### config.mk
export PLATFORM = sky130hd
export DESIGN_NAME = systolic_drain
export DESIGN_NICKNAME = d
export VERILOG_FILES = /design/src/rtl/systolic_drain.sv
export SDC_FILE = /design/constraint.sdc
export NUM_CORES = 1
export LEC_CHECK = 0
export ABC_CLOCK_PERIOD_IN_PS = 15000
export BUFFER_PORTS_ARGS = -buffer_cell sky130_fd_sc_hd__buf_2
export CAP_MARGIN = 0
export CORE_MARGIN = 2
export CORE_UTILIZATION = 60
export CTS_CLUSTER_DIAMETER = 120
export CTS_CLUSTER_SIZE = 16
export DETAILED_ROUTE_END_ITERATION = 8
export PLACE_DENSITY = 0.82
export SLEW_MARGIN = 40
export SYNTH_ARGS = -nofsm -noshare
export SYNTH_HDL_FRONTEND = slang
export SYNTH_SLANG_ARGS = --single-unit
### constraint.sdc
create_clock -name clk -period 15 [get_ports clk]
set_input_delay 3 -clock clk [delete_from_list [all_inputs] [get_ports clk]]
set_output_delay 3 -clock clk [all_outputs]
set_load 0.05 [all_outputs]
### src/rtl/systolic_drain.sv
// Output-side reader for an output-stationary systolic array: scans one column of
// MAC_out per cycle into a small column FIFO and streams the beats out with valid/ready.
module systolic_drain #(
   parameter int WIDTH_MAC = 48,
   parameter int x_axis    = 3,
   parameter int y_axis    = 3,
   parameter int DEPTH     = 4,
   localparam int COL_W    = (x_axis > 1) ? $clog2(x_axis) : 1
) (
   input  logic                        clk,
   input  logic                        rst,
   input  logic                        start,
   input  logic [WIDTH_MAC*y_axis-1:0] mac_col,
   output logic                        cscan_en,
   output logic [WIDTH_MAC*y_axis-1:0] out_data,
   output logic [COL_W-1:0]            out_col,
   output logic                        out_last,
   output logic                        out_valid,
   input  logic                        out_ready,
   output logic                        busy,
   output logic                        done
);

   localparam int DW    = WIDTH_MAC * y_axis;
   localparam int PTR_W = (DEPTH > 1) ? $clog2(DEPTH) : 1;
   localparam int CNT_W = PTR_W + 1;
   localparam logic [COL_W-1:0] LAST_COL = COL_W'(x_axis - 1);
   localparam logic [CNT_W-1:0] FULL     = CNT_W'(DEPTH);

   typedef enum logic [1:0] {IDLE, SCAN, FLUSH, DONE} state_t;

   state_t           state_q, state_d;
   logic [COL_W-1:0] scan_q, scan_d;
   logic [CNT_W-1:0] count_q, count_d;
   logic [PTR_W-1:0] wr_q, wr_d, rd_q, rd_d;
   logic [DW-1:0]    data_mem [DEPTH];
   logic [COL_W-1:0] col_mem  [DEPTH];
   logic             push, pop;

   always_ff @(posedge clk or posedge rst) begin
      if (rst) begin
         state_q <= IDLE;
         scan_q  <= '0;
         count_q <= '0;
         wr_q    <= '0;
         rd_q    <= '0;
      end else begin
         state_q <= state_d;
         scan_q  <= scan_d;
         count_q <= count_d;
         wr_q    <= wr_d;
         rd_q    <= rd_d;
      end
   end

   // FIFO storage carries no reset; the head outputs are masked while empty.
   always_ff @(posedge clk) begin
      if (push) begin
         data_mem[wr_q] <= mac_col;
         col_mem[wr_q]  <= scan_q;
      end
   end

   always_comb begin
      state_d   = state_q;
      scan_d    = scan_q;
      count_d   = count_q;
      wr_d      = wr_q;
      rd_d      = rd_q;
      cscan_en  = 1'b0;
      done      = 1'b0;
      push      = 1'b0;
      busy      = (state_q != IDLE);
      out_valid = (count_q != '0);
      out_data  = '0;
      out_col   = '0;
      out_last  = 1'b0;
      if (out_valid) begin
         out_data = data_mem[rd_q];
         out_col  = col_mem[rd_q];
         out_last = (col_mem[rd_q] == LAST_COL);
      end
      pop = out_valid & out_ready;

      case (state_q)
         IDLE: begin
            if (start) begin
               state_d = SCAN;
               scan_d  = '0;
            end
         end
         SCAN: begin
            // The array only shifts when the FIFO can take the column it exposes.
            cscan_en = (count_q < FULL);
            push     = cscan_en;
            if (push) begin
               if (scan_q == LAST_COL) state_d = FLUSH;
               else                    scan_d  = scan_q + 1'b1;
            end
         end
         FLUSH: begin
            if (pop && out_last) state_d = DONE;
         end
         DONE: begin
            done    = 1'b1;
            state_d = IDLE;
         end
         default: state_d = IDLE;
      endcase

      if (push) wr_d = wr_q + 1'b1;
      if (pop)  rd_d = rd_q + 1'b1;
      case ({push, pop})
         2'b10:   count_d = count_q + 1'b1;
         2'b01:   count_d = count_q - 1'b1;
         default: count_d = count_q;
      endcase
   end

endmodule

==> metrics.md, run 1 <==
| Metric | Value |
|---|---|
| Status | completed |
| Hold_buf cts | 0 |
| Post-cts repair resize count | 0 |
| CTS clk-pin slew, worst paths | 0.07 ns |
| Num CTS Buffers | 43 |
| Top cells by area, synth | edfxtp_1 77%, mux4_2 14%, and2_1 4.1% |
| Mapped Cells | 1004 |
| Leakage | 8.839 nW |
| Sequential area share after synthesis | 0.7793 |
| Critical R2R Launch | count_q[2] |
| Distinct cells, synth | 30 |
| Async set or reset register ratio after synthesis | 0.01849 |
| Final Hold Viols | 0 |
| CTS tree | built |
| Rows | 71 |
| Clock Sinks | 595 |
| Clk_skew | 0.01676 ns |
| F_max | 154.3 MHz |
| Dpl hpwl | 25.95 mm |
| Layout Nets | 1472 |
| DRC | 0 |
| Core Box Area | 37580 um^2 |
| Pre-antenna DRT Iters | 5 |
| Final min period | 6.480 ns |
| I/O Buffers | 298 |
| CP Depth | 5 |
| Slowest cell on the critical path | buf_4 |
| Share of cells above drive strength 1 | 0.3875 |
| Die X | 199.2 um |
| Synth top area share | 0.7672 |
| RSZ-0062 raised after global routing | no |
| Final Cycle Share | 0.4320 |
| Post-DRT Antenna Nets | 0 |
| Main synth FF type | edfxtp_1 |
| Final setup TNS | 0 ns |
| Area grow syn2layout | 13.96% |
| Crit-path cells | buf_4, buf_4, mux4_2, and2_1, buf_2 |
| CP peak stage delay | 0.70 ns |
| GRT Total Usage | 0.2191 |
| Largest net degree at the start of global routing | 76 |
| Clk root buf | clkbuf_16 |
| Die Ht | 199.2 um |
| HP Class | reg2reg |
| Antenna violations before repair | 9 |
| Final setup margin | 8.520 ns |
| #FFs+latches synth | 595 |
| Final Setup Violations | 0 |
| R2r endpoint | count_q[2] |
| Data arrival, critical path | 3.48 ns |
| Worst path most repeated cell | buf_4 |
| Setup bufs post-CTS | 0 |
| Average size of a mapped cell | 22.77 um^2 |
| WL final | 42.93 mm |
| PwrDens | 221.0 nW/um^2 |
| Die area | 39670 um^2 |
| R2R depth | 11 |
| YS warnings | 0 |
| H-tree depth | 2 |
| Post-synth EDFFs | 584 |
| Pre-CTS WS | 8.561 ns |
| DR vias | 10684 |
| Max Slew Vio Count | 0 |
| Setup crit end kind | output port |
| CP max FO | 36 |
| Hold slack | 0.5154 ns |
| First-pass GRT wire length | 64.43 mm |
| Worst Max-Slew Pin Slew | 0.8338 ns |
| Peak VDD IR | 158.1 uV |
| Synth area leader | edfxtp_1 |
| CTS max path bufs | 3 |
| Vias in the first global route | 11141 |
| Ports | 299 |
| Routability cong. | 0.7106 |
| CP bufs+invs | 3 |
| CP Data Required Time | 12.00 ns |
| Congestion Overflow GR | 0 |
| Number of max-cap violations | 0 |
| Vias per cell | 5.785 |
| Critical path class | reg2out |
| Drt first-iter violations | 562 |
| Slew Limit Headroom | 0.4442 |
| Crit path capture | out_data[83] |
| Wire per inst | 23.24 um |
| Crit path launch | rd_q[0] |
| Post-Syn Area | 22860 um^2 |
| CP Launch Type | register |
| Clk_lat worst skew | 0.56 ns |
| Initial Util | 0.6083 |
| CP delay by family, top | buffers and inverters |
| Reg2Reg Setup Slack | 11.63 ns |
| Syn Nets | 1164 |
| Final core utilization | 0.6932 |
synthesized netlist by cell type (all sizes together) (2+ instances only):
cell type  count
and2         150
edfxtp       584
buf           32
nor2b          2
o21ai          4
a22o           3
xor2           2
nor2           3
mux4         147
a21o           2
ha            11
nor3           2
nand2          3
clkbuf        18
inv           14
dfrtp         11
nand2b         4
xnor2          4
worst reg2reg max path: cells and delay by family (launching register included):
| kind | cells | cell delay, ns |
|---|---|---|
| XOR/XNOR | 2 | 0.29 |
| adder cells (fa/ha/maj) | 2 | 0.56 |
| buffers and inverters | 4 | 1.43 |
| flip-flops | 1 | 0.44 |
| AND/OR/NAND/NOR | 3 | 0.58 |
through the flow:
stage	instances	instance area, um^2	total power, mW
after floorplan	1004	22860	4.233
after global placement	1777	24780	4.724
after detailed placement	1777	24810	4.759
after CTS	1839	26010	5.809
after global routing	1842	26040	6.006
final	1847	26050	5.757
registers in the layout, indices dropped and copies added, names as in the netlist:
| signal | flops |
|---|---|
| count_q | 3 |
| scan_q | 2 |
| wr_q | 2 |
| rd_q | 2 |
| col_mem | 8 |
| data_mem | 576 |
| state_q | 2 |
metal layers:
metal	GRT usage	vias up	share of wire
met5	0	-	0.0019
met4	0.07242	10	0.024
met3	0.06160	78	0.083
met2	0.3668	359	0.51
met1	0.2803	5549	0.38
li1	-	4688	-
cell type report:
type,count,area (um^2)
antenna,7,17.52
clock buffer,61,1186
clock inverter,1,16.27
fill,2278,11530
inverter,14,55.05
multi-input combinational,345,4671
sequential,595,17820
tap,511,639.4
timing repair buffer,313,1643
kinds of logic (layout without fill, tap and decap cells):
kind of cell,Yosys count,count (layout),share of synthesized area
flops,595,595,0.7793
simple gates,165,165,0.04467
mux,148,148,0.1453
buf+inv,64,389,0.01680
compound gates,14,14,0.004763
fa+ha+maj,12,12,0.006897
xor+xnor,6,6,0.002299
other cells,0,7,0
cell usage in the layout (no fill, tap or decap), drive strengths merged, types with 2 or more instances in the layout:
| cell type | Yosys | final |
|---|---|---|
| nor2b | 2 | 2 |
| buf | 32 | 313 |
| a21o | 2 | 2 |
| clkbuf | 18 | 61 |
| xnor2 | 4 | 4 |
| ha | 11 | 11 |
| and2 | 150 | 150 |
| nand2 | 3 | 3 |
| nor2 | 3 | 3 |
| nor3 | 2 | 2 |
| dfrtp | 11 | 11 |
| inv | 14 | 14 |
| diode | 0 | 7 |
| nand2b | 4 | 4 |
| o21ai | 4 | 4 |
| mux4 | 147 | 147 |
| a22o | 3 | 3 |
| xor2 | 2 | 2 |
| edfxtp | 584 | 584 |
report_power, final:
part,switching [mW],leakage [nW],internal (mW),total [mW]
Sequential,0.0811,5.41,2.07,2.15
Combinational,1.77,2.85,0.794,2.56
Clock,0.501,0.580,0.547,1.05
how the worst min path moves through the flow:
stage	start	to	slack [ns]	cells after the start
floorplan	count_q[0]	count_q[0]	0.47	1
global placement	count_q[0]	count_q[0]	0.50	1
detailed placement	count_q[0]	count_q[0]	0.50	1
CTS	count_q[0]	count_q[0]	0.52	1
global route	count_q[0]	count_q[0]	0.57	1
finish	count_q[0]	count_q[0]	0.52	1
(Power assumes the default switching activity.)
==> run 2: changes to the inputs <==
--- a/config.mk
+++ b/config.mk
@@ -5,15 +5,15 @@
 export SDC_FILE = /design/constraint.sdc
 export NUM_CORES = 1
 export LEC_CHECK = 0
-export ABC_CLOCK_PERIOD_IN_PS = 15000
+export ABC_CLOCK_PERIOD_IN_PS = 5300
 export BUFFER_PORTS_ARGS = -buffer_cell sky130_fd_sc_hd__buf_2
 export CAP_MARGIN = 0
 export CORE_MARGIN = 2
-export CORE_UTILIZATION = 60
+export CORE_UTILIZATION = 52
 export CTS_CLUSTER_DIAMETER = 120
 export CTS_CLUSTER_SIZE = 16
 export DETAILED_ROUTE_END_ITERATION = 8
-export PLACE_DENSITY = 0.82
+export PLACE_DENSITY = 0.76
 export SLEW_MARGIN = 40
 export SYNTH_ARGS = -nofsm -noshare
 export SYNTH_HDL_FRONTEND = slang
==> constraint.sdc (replaced) <==
create_clock -name clk -period 5.3 [get_ports clk]
set_input_delay 1.06 -clock clk [delete_from_list [all_inputs] [get_ports clk]]
set_output_delay 1.06 -clock clk [all_outputs]
set_load 0.05 [all_outputs]
==> metrics.md, run 2 (synthesis results as in run 1) <==
| Metric | Value |
|---|---|
| Layout Nets | 1481 (+0.61%) |
| RSZ-0062 raised after global routing | no |
| GRT Total Usage | 0.1908 (-0.02829) |
| PwrDens | 623.5 nW/um^2 (+180%) |
| Placed cells | 1859 (+4.6%) |
| HP Class | in2async |
| Most frequent cells in the layout | 584 x edfxtp_1, 298 x buf_2, 147 x mux4_2, 146 x and2_1, 45 x clkbuf_16 |
| Final core utilization | 0.6083 (-0.08487) |
| Leakage | 8.917 nW (+0.88%) |
| Power Total | 16.41 mW (+190%) |
| Wire per inst | 22.33 um (-4.0%) |
| Setup bufs post-CTS | 0 (unchanged) |
| First-pass GRT wire length | 64.08 mm (-0.54%) |
| Max Slew Vio Count | 0 (unchanged) |
| R2R depth | 5 (-6) |
| Die X | 213.7 um (+7.3%) |
| CTS max path bufs | 3 (unchanged) |
| Initial Util | 0.5283 (-0.07998) |
| F_max | 256.2 MHz |
| H-tree depth | 2 (unchanged) |
| Worst Max-Slew Pin Slew | 0.7382 ns (-0.09558 ns) |
| Area grow syn2layout | 15.15% |
| CP Data Required Time | 4.24 ns (-7.76 ns) |
| Max FFs per register | 576 (unchanged) |
| Vias per cell | 5.529 (-4.4%) |
| Final Setup Violations | 0 (unchanged) |
| CP max FO | 75 (+110%) |
| Die Ht | 213.7 um (+7.3%) |
| Hold_buf cts | 0 (unchanged) |
| Clk_lat worst skew | 0.57 ns (about the same) |
| Final Hold Viols | 0 (unchanged) |
| Final setup TNS | 0 ns (unchanged) |
| Number of max-cap violations | 0 (unchanged) |
| Peak VDD IR | 481.1 uV (+200%) |
| Drt first-iter violations | 767 (+36%) |
| Num CTS Buffers | 43 (unchanged) |
| Dpl hpwl | 26.21 mm (+1.0%) |
| Largest net degree at the start of global routing | 76 (unchanged) |
| Data arrival, critical path | 2.84 ns (-0.64 ns) |
| Clock Sinks | 595 (unchanged) |
| Routability cong. | 0.7165 (+0.83%) |
| CTS clk-pin slew, worst paths | 0.07 ns (about the same) |
| Final std cells w/o fill | 1930 (+4.5%) |
| CP Launch Type | register |
| Status | completed |
| Die area | 45650 um^2 (+15%) |
| Post-DRT Antenna Nets | 0 (unchanged) |
| Vias in the first global route | 11062 (-0.71%) |
| Setup crit end kind | output port |
| Antenna violations before repair | 12 (+3) |
| Post-cts repair resize count | 0 (unchanged) |
| Slew Limit Headroom | 0.5079 (+0.06372) |
| Fill cell count | 3022 (+33%) |
| Top reg by flops | data_mem |
| R2r endpoint | data_mem[1][76] |
| Ports | 299 (unchanged) |
| Rows | 76 (+7.0%) |
| Clk_skew | 0.01817 ns (+0.001402 ns) |
| Clk root buf | clkbuf_16 |
| Final Cycle Share | 0.7363 |
| Core Box Area | 43270 um^2 (+15%) |
| Share of cells above drive strength 1 | 0.3916 (+0.004120) |
| Commonest non-fill, non-tap cell in the layout | edfxtp_1 |
| DRC | 0 (unchanged) |
| Reg2Reg Setup Slack | 2.14 ns (-9.49 ns) |
| Regs by FF count | data_mem (576), col_mem (8), count_q (3) |
| DR vias | 10671 (-0.12%) |
| CTS tree | built |
| Critical R2R Launch | state_q[1] |
| Final min period | 3.903 ns |
| Pre-antenna DRT Iters | 5 (unchanged) |
| Critical path class | reg2out |
| WL final | 43.09 mm (+0.36%) |
| Congestion Overflow GR | 0 (unchanged) |
| I/O Buffers | 298 (unchanged) |
run 2: report_power, final:
| group | switching (mW) | leakage [nW] | internal, mW |
|---|---|---|---|
| clock network | 1.45 | 0.580 | 1.55 |
| registers | 0.224 | 5.41 | 5.84 |
| logic | 5.01 | 2.92 | 2.34 |
| total | 6.68 | 8.92 | 9.73 |
run 2: through the flow:
step | hold WS, ns | instance area, um^2 | worst slack, ns
2_1_floorplan | 0.4688 | 22860 | 1.458
3_3_place_gp | 0.4939 | 25020 | 1.825
3_5_place_dp | 0.5123 | 25060 | 1.972
4_1_cts | 0.4584 | 26260 | 1.306
5_1_grt | 0.5047 | 26310 | 1.179
6_report | 0.4895 | 26320 | 1.397
run 2: routing by layer:
metal	track usage	vias up	wire (um)
met5	0	-	99
met4	0.06226	14	822
met3	0.05770	67	3685
met2	0.3134	340	21560
met1	0.2465	5550	16920
li1	-	4700	-
run 2: layout make-up:
class	instances	area (um^2)	area share
Antenna cell	7	17.52	0.0006656
Tap cell	585	732.0	0.02781
Timing Repair Buffer	322	1822	0.06922
Sequential cell	595	17820	0.6771
Inverter	14	55.05	0.002092
Clock buffer	61	1186	0.04507
Multi-Input combinational cell	345	4671	0.1775
Clock inverter	1	16.27	0.0006180
run 2: how the worst max path moves through the flow:
stage                     slack (ns)        from  cells after the start            end
after floorplan                 1.46  state_q[1]                      5  col_mem[0][0]
after detailed placement        1.97  count_q[2]                      5   out_data[50]
after global placement          1.83     rd_q[0]                      4   out_data[47]
after CTS                       1.31  count_q[2]                      5   out_data[32]
after global routing            1.18  count_q[2]                      5   out_data[58]
final                           1.40  count_q[2]                      5   out_data[32]
run 2: worst max-delay path: stages (launching register included):
cell     delay [ns]
dfrtp_1        0.45
nor3_1         0.12
inv_4          0.53
buf_4          0.60
and2_1         0.24
buf_2          0.27
